===== src/rtl/legv8_pkg.sv =====
// Shared LEGv8 execute-stage definitions: ALU function selects, status bit
// positions and the multiply sequencer state type.
package legv8_pkg;

  // FS[4:2] picks the operation; FS[1]/FS[0] invert A/B.
  localparam logic [4:0] FS_AND = 5'b00000;
  localparam logic [4:0] FS_OR  = 5'b00100;
  localparam logic [4:0] FS_ADD = 5'b01000;
  localparam logic [4:0] FS_XOR = 5'b01100;
  localparam logic [4:0] FS_SHL = 5'b10000;
  localparam logic [4:0] FS_SHR = 5'b10100;

  localparam int ST_Z = 0;
  localparam int ST_N = 1;
  localparam int ST_C = 2;
  localparam int ST_V = 3;

  typedef enum logic [1:0] {
    S_IDLE  = 2'd0,
    S_ADD   = 2'd1,
    S_SHIFT = 2'd2,
    S_DONE  = 2'd3
  } mul_state_t;

endpackage


===== src/rtl/legv8_mul_sequencer.sv =====
// Shift-add 64x64 unsigned multiplier that borrows the shared LEGv8 ALU.
// Optional MUL_EARLY_EXIT_EN stops iterating once the remaining multiplier is zero.
module legv8_mul_sequencer
  import legv8_pkg::*;
(
  input  logic        clock,
  input  logic        reset,
  input  logic        start,
  input  logic [63:0] multiplicand,
  input  logic [63:0] multiplier,
  output logic        busy,
  output logic        done,
  output logic [63:0] product,
  output logic        overflow,
  output logic [63:0] alu_a,
  output logic [63:0] alu_b,
  output logic [4:0]  alu_fs,
  output logic        alu_cin,
  input  logic [63:0] alu_f,
  input  logic [3:0]  alu_status
);

  mul_state_t  state_r;
  logic [63:0] acc_r;
  logic [63:0] mcand_r;
  logic [63:0] mplr_r;
  logic [6:0]  cnt_r;
  logic        ovf_r;

  logic [63:0] mplr_shr_s;
  logic        lost_bit_s;
  logic        last_shift_s;
  logic        zero_exit_s;
  logic        unused_status_s;

  assign mplr_shr_s = {1'b0, mplr_r[63:1]};
  // A multiplicand bit shifted out still matters if a later multiplier bit will add it.
  assign lost_bit_s = mcand_r[63] & (mplr_shr_s != 64'd0);

`ifdef MUL_EARLY_EXIT_EN
  assign last_shift_s = (cnt_r == 7'd63) || (mplr_shr_s == 64'd0);
  assign zero_exit_s  = (multiplier == 64'd0);
`else
  assign last_shift_s = (cnt_r == 7'd63);
  assign zero_exit_s  = 1'b0;
`endif

  assign unused_status_s = ^{alu_status[ST_V], alu_status[ST_N], alu_status[ST_Z]};

  assign product  = acc_r;
  assign overflow = ovf_r;

  // Sequencer FSM; ALU drives are registered on entry to the state that uses them.
  always_ff @(posedge clock) begin
    if (reset) begin
      state_r <= S_IDLE;
      acc_r   <= 64'd0;
      mcand_r <= 64'd0;
      mplr_r  <= 64'd0;
      cnt_r   <= 7'd0;
      ovf_r   <= 1'b0;
      busy    <= 1'b0;
      done    <= 1'b0;
      alu_a   <= 64'd0;
      alu_b   <= 64'd0;
      alu_fs  <= 5'd0;
      alu_cin <= 1'b0;
    end else begin
      case (state_r)
        S_IDLE: begin
          done    <= 1'b0;
          alu_cin <= 1'b0;
          if (start) begin
            acc_r   <= 64'd0;
            ovf_r   <= 1'b0;
            mcand_r <= multiplicand;
            mplr_r  <= multiplier;
            cnt_r   <= 7'd0;
            if (zero_exit_s) begin
              state_r <= S_DONE;
              busy    <= 1'b0;
              done    <= 1'b1;
              alu_a   <= 64'd0;
              alu_b   <= 64'd0;
              alu_fs  <= 5'd0;
            end else if (multiplier[0]) begin
              state_r <= S_ADD;
              busy    <= 1'b1;
              alu_a   <= 64'd0;
              alu_b   <= multiplicand;
              alu_fs  <= FS_ADD;
            end else begin
              state_r <= S_SHIFT;
              busy    <= 1'b1;
              alu_a   <= multiplicand;
              alu_b   <= 64'd1;
              alu_fs  <= FS_SHL;
            end
          end else begin
            state_r <= S_IDLE;
            busy    <= 1'b0;
            alu_a   <= 64'd0;
            alu_b   <= 64'd0;
            alu_fs  <= 5'd0;
          end
        end

        S_ADD: begin
          acc_r   <= alu_f;
          ovf_r   <= ovf_r | alu_status[ST_C];
          state_r <= S_SHIFT;
          busy    <= 1'b1;
          done    <= 1'b0;
          alu_a   <= mcand_r;
          alu_b   <= 64'd1;
          alu_fs  <= FS_SHL;
          alu_cin <= 1'b0;
        end

        S_SHIFT: begin
          mcand_r <= alu_f;
          mplr_r  <= mplr_shr_s;
          cnt_r   <= cnt_r + 7'd1;
          ovf_r   <= ovf_r | lost_bit_s;
          alu_cin <= 1'b0;
          if (last_shift_s) begin
            state_r <= S_DONE;
            busy    <= 1'b0;
            done    <= 1'b1;
            alu_a   <= 64'd0;
            alu_b   <= 64'd0;
            alu_fs  <= 5'd0;
          end else if (mplr_r[1]) begin
            // The freshly shifted multiplicand is on alu_f this cycle.
            state_r <= S_ADD;
            busy    <= 1'b1;
            done    <= 1'b0;
            alu_a   <= acc_r;
            alu_b   <= alu_f;
            alu_fs  <= FS_ADD;
          end else begin
            state_r <= S_SHIFT;
            busy    <= 1'b1;
            done    <= 1'b0;
            alu_a   <= alu_f;
            alu_b   <= 64'd1;
            alu_fs  <= FS_SHL;
          end
        end

        S_DONE: begin
          state_r <= S_IDLE;
          busy    <= 1'b0;
          done    <= 1'b0;
          alu_a   <= 64'd0;
          alu_b   <= 64'd0;
          alu_fs  <= 5'd0;
          alu_cin <= 1'b0;
        end

        default: begin
          state_r <= S_IDLE;
          busy    <= 1'b0;
          done    <= 1'b0;
          alu_a   <= 64'd0;
          alu_b   <= 64'd0;
          alu_fs  <= 5'd0;
          alu_cin <= 1'b0;
        end
      endcase
    end
  end

endmodule


===== config.mk =====
export PLATFORM = sky130hd
export DESIGN_NAME = legv8_mul_sequencer
export DESIGN_NICKNAME = d
export VERILOG_FILES = /design/src/rtl/legv8_pkg.sv /design/src/rtl/legv8_mul_sequencer.sv
export SDC_FILE = /design/constraint.sdc
export NUM_CORES = 1
export LEC_CHECK = 0
export ABC_AREA = 1
export ABC_CLOCK_PERIOD_IN_PS = 2400
export CAP_MARGIN = 5
export CORE_ASPECT_RATIO = 1.1
export CORE_MARGIN = 8
export CORE_UTILIZATION = 48
export CTS_CLUSTER_SIZE = 8
export DETAILED_ROUTE_END_ITERATION = 7
export PLACE_DENSITY_LB_ADDON = 0.1
export SKIP_CTS_REPAIR_TIMING = 1
export SLEW_MARGIN = 10
export SYNTH_ARGS = -nofsm -noshare
export SYNTH_HDL_FRONTEND = slang
export SYNTH_SLANG_ARGS = --single-unit

===== constraint.sdc =====
create_clock -name clock -period 2.4 [get_ports clock]
set_input_delay 0.6 -clock clock [delete_from_list [all_inputs] [get_ports clock]]
set_output_delay 0.6 -clock clock [all_outputs]
set_load 0.02 [all_outputs]

==> impl_metrics.csv, run 1 <==
group,metric,value,unit
sta,holdWs,0.453,ns
clock_network,path_clk_slew,0.05,ns
global_route,grt_max_degree,120,
global_route,grt_usage,27.7,%
route,drc,0,
sta,tightest_slew,0.929,ns
die,fp-row-count,66,
finish,n_fill_cell,2491,
sta,hold_violations,0,
finish,drive_gt1_share,5.10,%
worst_setup_path,critPathRequiredTime,1.80,ns
route,wl_met1,20.5,mm
finish,layout.nets,2516,
worst_setup_path,critPathTopFamily,"buffers and inverters",
min_path,holdCritPathClass,"register to register",
worst_setup_path,r2r_start,"state_r[1]",
yosys,synth_top_area_share,46.7,%
yosys,synth_top_area_cell,"dfxtp_1",
worst_setup_path,slowest_delay,0.69,ns
global_route,antenna_found_initial,3,
sta,slew_headroom,38.1,%
yosys,yosys.cell_count.top_type,"nand2_1",
sta,drv_slew,0,
route,wl_per_cell,19.0,µm
min_path,hold_depth,2,
worst_setup_path,ff2ff_setup_slack,0.25,ns
global_route,grt_overflow,0,
yosys,synth-seq-area-share,46.7,%
die,die_h,197,µm
route,vias_per_cell,5.71,
sta,setup_viol,0,
yosys,synthesis.area,0.0143,mm²
worst_setup_path,arrival,1.57,ns
clock_network,cts_tree,"built",
die,start_util,48.6,%
yosys,synthCells,1992,
global_route,grt_pass1_wl,81.2,mm
min_path,hold_start,"overflow",
power,p_leak,0.00768,µW
die,core,0.0294,mm²
worst_setup_path,cpMaxStageDelayCell,"clkdlybuf4s50_1",
route,ant_nets,0,
die,ioPinCount,400,
clock_network,numCtsBuffers,47,
run_status,status,"finished, final reports clean",
min_path,hold_end,"overflow",
sta,max_clock_freq,460,MHz
worst_setup_path,reg2reg_depth,8,
route,dr.first_iter.drc_count,1568,
yosys,yosys_warnings,0,
route,wl,51.3,mm
power,vdd_drop_max,0.483,mV
clock_network,cts.sinks,333,
finish,area.growth.synth_to_final,38.2,%
route,vias,15400,
yosys,synth_area_leaders,"dfxtp_1 47%, nand2_1 18%, nand3_1 7.0%",
worst_setup_path,cp-end-kind,"output port",
sta,setup_tns,0,ns
yosys,syn_area_per_cell,7.17,µm²
clock_network,cts_buffer_depth,3,
yosys,synthArstFlopShare,0,%
route,wl_met3,4.25,mm
worst_setup_path,cp_max_fo,3,
place,dp_hpwl,32.8,mm
clock_network,clkLatencyLatePin,0.54,ns
yosys,ys_ff_latch,333,
route,topRoutingLayerUsed,"met4",
worst_setup_path,cp.buffers_inverters,1,
yosys,synth_edf_count,0,
place,io_buffers,392,
worst_setup_path,reg2reg_to,"alu_b[8]",
run,drv_cap,0,
sta,period_minus_slack,2.17,ns
yosys,synthTopCellsByCount,"667 x nand2_1, 333 x dfxtp_1, 201 x nand3_1, 141 x a21oi_1, 126 x a31oi_1",
global_route,grt_pass1_vias,15000,
power,p_per_area,710,mW/mm²
die,die_x,180,µm
sta,rsz0062_at_grt,"false",
worst_setup_path,cp_cell_sequence,"clkdlybuf4s50_1",
route,wl_met2,24.3,mm
sta,skew,0.0144,ns
finish,fin_util,67.1,%
worst_setup_path,critPathKind,"register to output port",
clock_network,htreeDepth,2,
clock_network,clk_root_buffer_cell,"clkbuf_16",
route,firstDrtPassIters,5,
yosys,ys.flop_type,"dfxtp_1",
sta,min_period_over_period,90.5,%
yosys,ys_types,26,
place,gp_congestion,0.846,
die,die_area,0.0355,mm²
worst_setup_path,worstSetupStartpointType,"register",
-- report_power, final --
| group | switching, µW | total [µW] | internal, µW | leakage, µW |
|---|---|---|---|---|
| Sequential | 185 | 6050 | 5860 | 0.00272 |
| Combinational | 1250 | 2140 | 896 | 0.00434 |
| Clock | 2320 | 5820 | 3500 | 0.000607 |
-- flip-flops by register name, indices dropped and copies added (netlist names) --
name      cells
state_r       2
overflow      1
mcand_r      64
alu_fs        2
alu_a        64
done          1
product      64
alu_b        64
cnt_r         7
mplr_r       63
busy          1
-- worst register-to-register path, stage by stage (launching register included) --
cell     delay (ns)
dfxtp_1        0.44
inv_1          0.12
ha_1           0.31
nor2_4         0.25
nand3_4        0.11
inv_4          0.23
buf_4          0.30
nand2_1        0.10
a21oi_1        0.20
-- cells by family after synthesis --
kind of cell             count (synthesis)  synth area share, %
AND/OR/NAND/NOR                        997                 29.3
AO/OA/AOI/OAI                          398                 15.1
flip-flops                             333                 46.7
buffers and inverters                  256                 8.38
adder cells (fa/ha/maj)                  5                0.438
XOR/XNOR                                 2                0.123
other                                    1               0.0263
-- metal layers --
layer	vias up	track usage [%]
li1	7266	-
met1	7148	33.3
met2	795	46.3
met3	144	6.39
met4	0	14.1
met5	-	0
-- worst max path at each step --
stage               start          to  slack (ns)  cells past startpoint
3_5_place_dp        start    cnt_r[5]        0.13                     10
2_1_floorplan  state_r[1]  mplr_r[17]        0.71                     10
4_1_cts        product[5]  product[5]        0.21                      1
5_1_grt        state_r[1]    cnt_r[5]        0.11                     10
3_3_place_gp        start    cnt_r[5]        0.16                     10
6_report       product[5]  product[5]        0.23                      1
-- final cells by class --
class,count,area [µm²],share of cell area (%)
Multi-Input combinational cell,1406,6470,32.8
Tap cell,374,468,2.37
Timing Repair Buffer,438,4550,23.1
Clock buffer,48,1200,6.09
Inverter,86,338,1.71
Clock inverter,3,30.0,0.152
Sequential cell,333,6670,33.8
Antenna cell,3,7.51,0.0380
-- through the flow --
stage	power [µW]	setup WS, ns	std cells	instance area, µm²
4_1_cts	14100	0.206	2688	19700
5_1_grt	14500	0.111	2691	19700
6_report	14000	0.227	2691	19700
3_3_place_gp	8240	0.160	2637	18500
3_5_place_dp	8280	0.131	2637	18500
2_1_floorplan	7260	0.705	1995	14300
-- cell usage in the layout (no fill, tap or decap), types with 2 or more instances in the layout --
cell type          n
clkbuf_16         48
nand2_1          667
o21ai_0           37
xor2_1             2
nor4_1             2
nor2_1            57
a21oi_1          141
ha_1               3
nand2_2            2
inv_4              2
nor2_2             2
nor3_1             2
inv_2              2
dfxtp_1          333
clkdlybuf4s50_1  390
buf_4             24
nand3_1          201
nand4_1           58
nor2_4             5
a31oi_1          126
conb_1             4
inv_6              3
o21ai_1           93
buf_12            23
diode_2            3
inv_1             80
Note: power is estimated with default switching activity, not from simulation.
==> run 2: changes to the inputs <==
--- a/config.mk
+++ b/config.mk
@@ -6,13 +6,14 @@
 export NUM_CORES = 1
 export LEC_CHECK = 0
 export ABC_AREA = 1
-export ABC_CLOCK_PERIOD_IN_PS = 2400
+export ABC_CLOCK_PERIOD_IN_PS = 2330
 export CAP_MARGIN = 5
 export CORE_ASPECT_RATIO = 1.1
-export CORE_MARGIN = 8
+export CORE_MARGIN = 2
 export CORE_UTILIZATION = 48
 export CTS_CLUSTER_SIZE = 8
 export DETAILED_ROUTE_END_ITERATION = 7
+export MAX_ROUTING_LAYER = met4
 export PLACE_DENSITY_LB_ADDON = 0.1
 export SKIP_CTS_REPAIR_TIMING = 1
 export SLEW_MARGIN = 10
==> constraint.sdc (replaced) <==
create_clock -name clock -period 2.33 [get_ports clock]
set_input_delay 0.5825 -clock clock [delete_from_list [all_inputs] [get_ports clock]]
set_output_delay 0.5825 -clock clock [all_outputs]
set_load 0.02 [all_outputs]
==> impl_metrics.csv, run 2 (synthesized netlist as in run 1, its figures left out) <==
group,metric,value,unit
run_status,status,"finished, final reports clean",
clock_network,htreeDepth,2,
worst_setup_path,r2r_start,"state_r[1]",
power,p_leak,0.00766,µW
global_route,use_met3,5.38,%
power,p_per_area,731,mW/mm²
place,place_inst,2635,
sta,max_clock_freq,460,MHz
run,drv_cap,0,
min_path,hold_depth,2,
clock_network,path_clk_slew,0.05,ns
worst_setup_path,cp-end-kind,"output port",
finish,regArea,0.00667,mm²
finish,stdcell_count,2691,
power,vdd_drop_max,0.699,mV
global_route,grt_usage,31.0,%
worst_setup_path,reg2reg_to,"mplr_r[30]",
route,dr.first_iter.drc_count,1286,
min_path,holdCritPathClass,"register to register",
sta,setup_tns,0,ns
min_path,hold_end,"overflow",
clock_network,clkLatencyLatePin,0.55,ns
sta,setup_viol,0,
finish,drive_gt1_share,5.06,%
worst_setup_path,setup.worst_path.start,"product[40]",
clock_network,cts_buffer_depth,3,
finish,layout.nets,2514,
route,vias,15200,
finish,final_common_cell,"nand2_1",
clock_network,cts.sinks,333,
worst_setup_path,critPathKind,"register to output port",
global_route,antenna_found_initial,4,
global_route,grt_pass1_vias,14400,
worst_setup_path,arrival,1.59,ns
sta,min_period_over_period,93.3,%
finish,final_cell_mix,"667 x nand2_1, 390 x clkdlybuf4s50_1, 333 x dfxtp_1, 201 x nand3_1, 141 x a21oi_1",
worst_setup_path,cp_cell_sequence,"clkdlybuf4s50_1",
global_route,grtUsageMet2,51.7,%
route,vias_per_cell,5.64,
sta,rsz0062_at_grt,"false",
power,totalPowerFinal,14400,µW
die,core,0.0294,mm²
clock_network,numCtsBuffers,47,
die,die_x,168,µm
place,dp_hpwl,30.3,mm
die,fp-row-count,66,
sta,skew,0.0166,ns
worst_setup_path,cp.buffers_inverters,1,
sta,period_minus_slack,2.17,ns
finish,multiInputGateArea,0.00648,mm²
global_route,grt_overflow,0,
global_route,grt_pass1_wl,75.9,mm
die,die_h,185,µm
min_path,hold_start,"overflow",
route,ant_nets,0,
route,firstDrtPassIters,5,
route,drc,0,
worst_setup_path,ff2ff_setup_slack,0.23,ns
sta,hold_violations,0,
global_route,grt_max_degree,113,
clock_network,clk_root_buffer_cell,"clkbuf_16",
worst_setup_path,critPathTopFamily,"buffers and inverters",
route,wl_per_cell,18.1,µm
worst_setup_path,reg2reg_depth,9,
die,die_area,0.0312,mm²
global_route,use_met1,37.3,%
finish,fin_util,67.0,%
worst_setup_path,worstSetupStartpointType,"register",
route,wl,48.7,mm
finish,design_area,0.0197,mm²
sta,tightest_slew,0.912,ns
worst_setup_path,cpMaxStageDelayCell,"clkdlybuf4s50_1",
place,gp_congestion,0.857,
place,io_buffers,392,
clock_network,cts_tree,"built",
die,start_util,48.6,%
place,dpl-instance-area,0.0185,mm²
worst_setup_path,cp_max_fo,3,
sta,slew_headroom,39.2,%
finish,n_fill_cell,2545,
global_route,grt-busiest-layer,"met2",
worst_setup_path,critPathRequiredTime,1.75,ns
worst_setup_path,slowest_delay,0.69,ns
die,ioPinCount,400,
finish,area.growth.synth_to_final,38.0,%
sta,drv_slew,0,
run 2: routing by layer:
metal | vias to the layer above | wire length [µm]
li1 | 7268 | -
met3 | 119 | 4010
met4 | 0 | 1900
met2 | 682 | 23200
met5 | - | 0
met1 | 7108 | 19500
run 2: layout make-up:
| type | instances | share of cell area, % |
|---|---|---|
| inverters | 86 | 1.71 |
| clock inverters | 3 | 0.152 |
| well taps | 374 | 2.37 |
| multi-input cells | 1406 | 32.9 |
| repair buffers | 436 | 22.9 |
| flip-flops and latches | 333 | 33.8 |
| diodes | 5 | 0.0635 |
| clock buffers | 48 | 6.09 |
run 2: stage by stage:
stage,hold WS [ns],setup WS (ns)
final,0.455,0.155
after CTS,0.450,0.110
after floorplan,0.423,0.635
after global placement,0.437,0.0929
after global routing,0.473,0.0826
after detailed placement,0.450,0.0409
run 2: worst max-delay path by stage:
| stage | depth (start not counted) | slack, ns | endpoint |
|---|---|---|---|
| 6_report | 1 | 0.16 | product[40] |
| 5_1_grt | 9 | 0.08 | mplr_r[53] |
| 4_1_cts | 9 | 0.11 | mplr_r[53] |
| 3_5_place_dp | 9 | 0.04 | mcand_r[14] |
| 3_3_place_gp | 9 | 0.09 | mplr_r[54] |
| 2_1_floorplan | 10 | 0.64 | mplr_r[17] |
run 2: where the power goes:
| part | switching, µW | total (µW) | internal (µW) |
|---|---|---|---|
| registers | 188 | 6230 | 6040 |
| logic | 1280 | 2190 | 913 |
| clock network | 2390 | 5980 | 3600 |
==> patch 1: new RTL, settings of run 1 <==
Build with the macro `MUL_EARLY_EXIT_EN` defined.
--- a/src/rtl/legv8_mul_sequencer.sv
+++ b/src/rtl/legv8_mul_sequencer.sv
@@ -1,5 +1,7 @@
 // Shift-add 64x64 unsigned multiplier that borrows the shared LEGv8 ALU.
 // Optional MUL_EARLY_EXIT_EN stops iterating once the remaining multiplier is zero.
+`define MUL_EARLY_EXIT_EN
+
 module legv8_mul_sequencer
   import legv8_pkg::*;
 (
Function: changed (a bounded check fails within 4 cycles, from zero or initial values and one cycle with reset high).
==> patch 1 against run 1 <==
- worst setup slack worse by 31 ps
- core utilization shrank 0.15 points
- sequential cell count stayed put
- routed wire length rose by 6.0%
- cell area grew 6.0%
- power up 4.0%
- synthesized area grew 6.1%
- synthesized cell count is 16% higher
- critical endpoint is now product[1]
- highest routed layer unchanged
==> patch 1: results <==
group,metric,value,unit
detailed_routing,firstDrtPassIters,6,
timing,slew_headroom,38.79,%
placed_design,gp_congestion,0.8669,
finish,nets,2849,
clock_tree,insertion_delay,560,ps
grt,grtUsageTotal,27.99,%
hold_path,min-delay-start,"reset",
timing,finClkSkew,27.86,ps
timing,timing.hold.ws,452.4,ps
synthesis,synth-seq-area-share,43.97,%
critical_path,max_stage_delay,700,ps
finish,fillers,2801,
detailed_routing,wl_per_cell,17.65,µm
grt,grt_max_degree,132,
status,status,"finished clean",
hold_path,worstHoldPathType,"in -> reg",
critical_path,ff2ff_setup_slack,280,ps
critical_path,r2r-start,"state_r[0]",
synthesis,synth_cell_types,31,
detailed_routing,drt_wl_total,54.32,mm
hold_path,min_path_cells,4,
synthesis,synth_compound_area_share,16.57,%
power,power_leakage,9.017,nW
placed_design,postPlaceCellArea,19680,µm²
grt,grt_pass1_vias,15970,
synthesis,muxShareOfSynthArea,0.06602,%
critical_path,worstPathArrival,1600,ps
synthesis,synth_xor_xnor_area_share,0.05777,%
clock_tree,htreeDepth,2,
power,worst_ir_drop_vdd,533.3,µV
grt,antenna_found_initial,7,
synthesis,syn_inst,2306,
finish,layout-drive-gt1-share,5.210,%
critical_path,r2r_end,"alu_a[11]",
synthesis,synth_common_cells,"nor2_1 (665), nand2_1 (437), dfxtp_1 (333)",
detailed_routing,via_per_inst,5.336,
placed_design,dp.cells,3017,
## patch 1: cell types whose count changed after synthesis, sizes merged, moves of 2 or more
cell and change:
o21ai +70, nand2 -230, nor4 -2, nand3 -132
clkbuf +25, buf -24, inv +59, nand4 -56
nor2 +603
## patch 1: worst max-delay path by stage
stage | start | end | slack (ps) | cells past startpoint
after floorplan | multiplier[46] | alu_a[26] | 670 | 12
after global placement | multiplier[16] | busy | -130 | 12
after detailed placement | multiplier[16] | busy | -100 | 12
after CTS | alu_a[15] | alu_a[15] | 190 | 1
after global routing | product[0] | product[0] | 150 | 1
final | product[1] | product[1] | 200 | 1
## patch 1: cell type report
| type | instances | area [µm²] | area share [%] |
|---|---|---|---|
| Multi-Input combinational cell | 1660 | 7208 | 34.47 |
| Sequential cell | 333 | 6670 | 31.89 |
| Timing Repair Buffer | 459 | 4725 | 22.59 |
| Clock buffer | 48 | 1180 | 5.642 |
| Inverter | 145 | 554.3 | 2.650 |
| Tap cell | 420 | 525.5 | 2.513 |
| Clock inverter | 4 | 31.28 | 0.1496 |
| Antenna cell | 8 | 20.02 | 0.09572 |
## patch 1: where the power goes
group	leakage (nW)	switching [mW]	internal [mW]
sequential	2.74	0.237	5.93
combinational	5.68	1.50	1.12
clock	0.598	2.35	3.44
## patch 1: metal layers
| layer | GRT usage, % | vias up | wire, µm | part of all wire [%] |
|---|---|---|---|---|
| li1 | - | 8028 | - | - |
| met1 | 32.70 | 7522 | 20870 | 38 |
| met2 | 46.05 | 747 | 25460 | 47 |
| met3 | 8.639 | 123 | 5876 | 11 |
| met4 | 13.13 | 0 | 2115 | 3.9 |
| met5 | 0 | - | 0 | 0 |
==> patch 2: new RTL, config.mk and constraints of run 1 <==
Made on the original files. Re-encode `mul_state_t` (4 states) as one-hot, 4 bits wide.
--- a/src/rtl/legv8_pkg.sv
+++ b/src/rtl/legv8_pkg.sv
@@ -15,11 +15,11 @@
   localparam int ST_C = 2;
   localparam int ST_V = 3;
 
-  typedef enum logic [1:0] {
-    S_IDLE  = 2'd0,
-    S_ADD   = 2'd1,
-    S_SHIFT = 2'd2,
-    S_DONE  = 2'd3
+  typedef enum logic [3:0] {
+    S_IDLE  = 4'b0001,
+    S_ADD   = 4'b0010,
+    S_SHIFT = 4'b0100,
+    S_DONE  = 4'b1000
   } mul_state_t;
 
 endpackage
Behaviour: same outputs for any inputs over 4 cycles, from zero or initial values and one cycle with reset high; so few cycles prove little.
==> patch 2 against run 1 <==
- clock power is 1% lower
- sequential cell count stayed put
- synthesized area is 4.3% lower
- count of clock-buffer cells in the layout is 1 higher
- worst setup slack worse by 16 ps
- register-to-register slack better by 160 ps
- routed wire length is 7.1% lower
- critical path depth stayed put
- cell area is 2.8% lower
- power is 2.9% lower
- critical path type unchanged
- critical endpoint is now product[11]
- largest power group unchanged
==> patch 2: results <==
group,metric,value,unit
timing,worst_pin_slew,668.8,ps
critical_path,cp_max_fo,3,
finish,n_antenna_cell,2,
detailed_routing,wl_met3,4.620,mm
synthesis,async_flop_share,0,%
detailed_routing,met1Wirelength,18.18,mm
finish,multi_input_cells,1297,
synthesis,synth_common_cells,"nand2_1 (587), dfxtp_1 (333), a21oi_1 (209)",
finish,clkbuf_count,49,
detailed_routing,top_layer_used,"met5",
status,status,"finished clean",
finish,area_share_nonclk_buffers,23.43,%
power,worst_ir_drop_vdd,578.0,µV
critical_path,reg2reg_depth,11,
power,power_leakage,7.383,nW
finish,inv_count,91,
clock_tree,insertion_delay,530,ps
finish,nNonClkBuffers,429,
placed_design,post-place-ws,-5.297,ps
timing,fmax,456.9,MHz
power,sw_frac_of_total,25.19,%
synthesis,yosys_warnings,0,
finish,multi_input_area,5983,µm²
finish,nets,2399,
grt,grt_pass1_wl,73.00,mm
clock_tree,cts.path.max_buffers,3,
grt,grtUsageTotal,26.54,%
finish,layout-drive-gt1-share,4.818,%
critical_path,ff2ff_setup_slack,410,ps
placed_design,gp_congestion,0.8529,
timing,timing.hold.ws,459.8,ps
detailed_routing,firstDrtPassIters,6,
placed_design,postPlaceCellArea,17950,µm²
grt,grt_pass1_vias,13560,
detailed_routing,wl_per_cell,18.53,µm
timing,finClkSkew,11.15,ps
detailed_routing,routed-wl-met2,23.18,mm
detailed_routing,via_per_inst,5.486,
grt,grt_util_met3,7.557,%
synthesis,synth_cell_types,27,
hold_path,worstHoldPathType,"in -> reg",
synthesis,synth-seq-area-share,48.78,%
grt,grt.met2_usage,45.50,%
clock_tree,clkTransAtPathRegs,50,ps
finish,fin_area,19190,µm²
critical_path,worstPathArrival,1590,ps
grt,grt.met1_usage,30.95,%
grt,grt_max_degree,137,
placed_design,dp_hpwl,31.58,mm
hold_path,min_path_cells,3,
detailed_routing,drtIter0Drc,1333,
finish,fillers,2425,
finish,final-clk-cell-share,6.416,%
synthesis,synth_area_leaders,"dfxtp_1 (49%), nand2_1 (16%), a21oi_1 (7.7%)",
finish,regArea,6666,µm²
patch 2: power groups by stage:
stage | logic [mW] | clock network [mW] | registers (mW)
global placement | 1.85 | 0 | 6.07
global route | 2.06 | 6.03 | 6.00
detailed placement | 1.87 | 0 | 6.08
floorplan | 0.875 | 0 | 6.14
finish | 1.89 | 5.74 | 5.98
CTS | 1.89 | 5.81 | 5.98
patch 2: final timing paths:
kind            startpoint           to
max            product[11]  product[11]
min          multiplier[0]     alu_b[4]
max reg2reg       cnt_r[0]    alu_a[44]
min reg2reg     mcand_r[0]   mcand_r[0]
patch 2: metrics by stage:
stage,cells,TNS (ps)
floorplan,1868,0
global placement,2518,0
detailed placement,2518,-5.297
CTS,2568,0
global route,2570,0
finish,2570,0
patch 2: logic make-up (layout without fill, tap and decap cells):
kind of cell,count (synthesis),count (layout),synth area share [%]
compound gates,378,378,16.48
other cells,1,6,0.02744
fa+ha+maj,1,1,0.09154
buf+inv,238,570,7.635
simple gates,914,914,26.99
flops,333,333,48.78
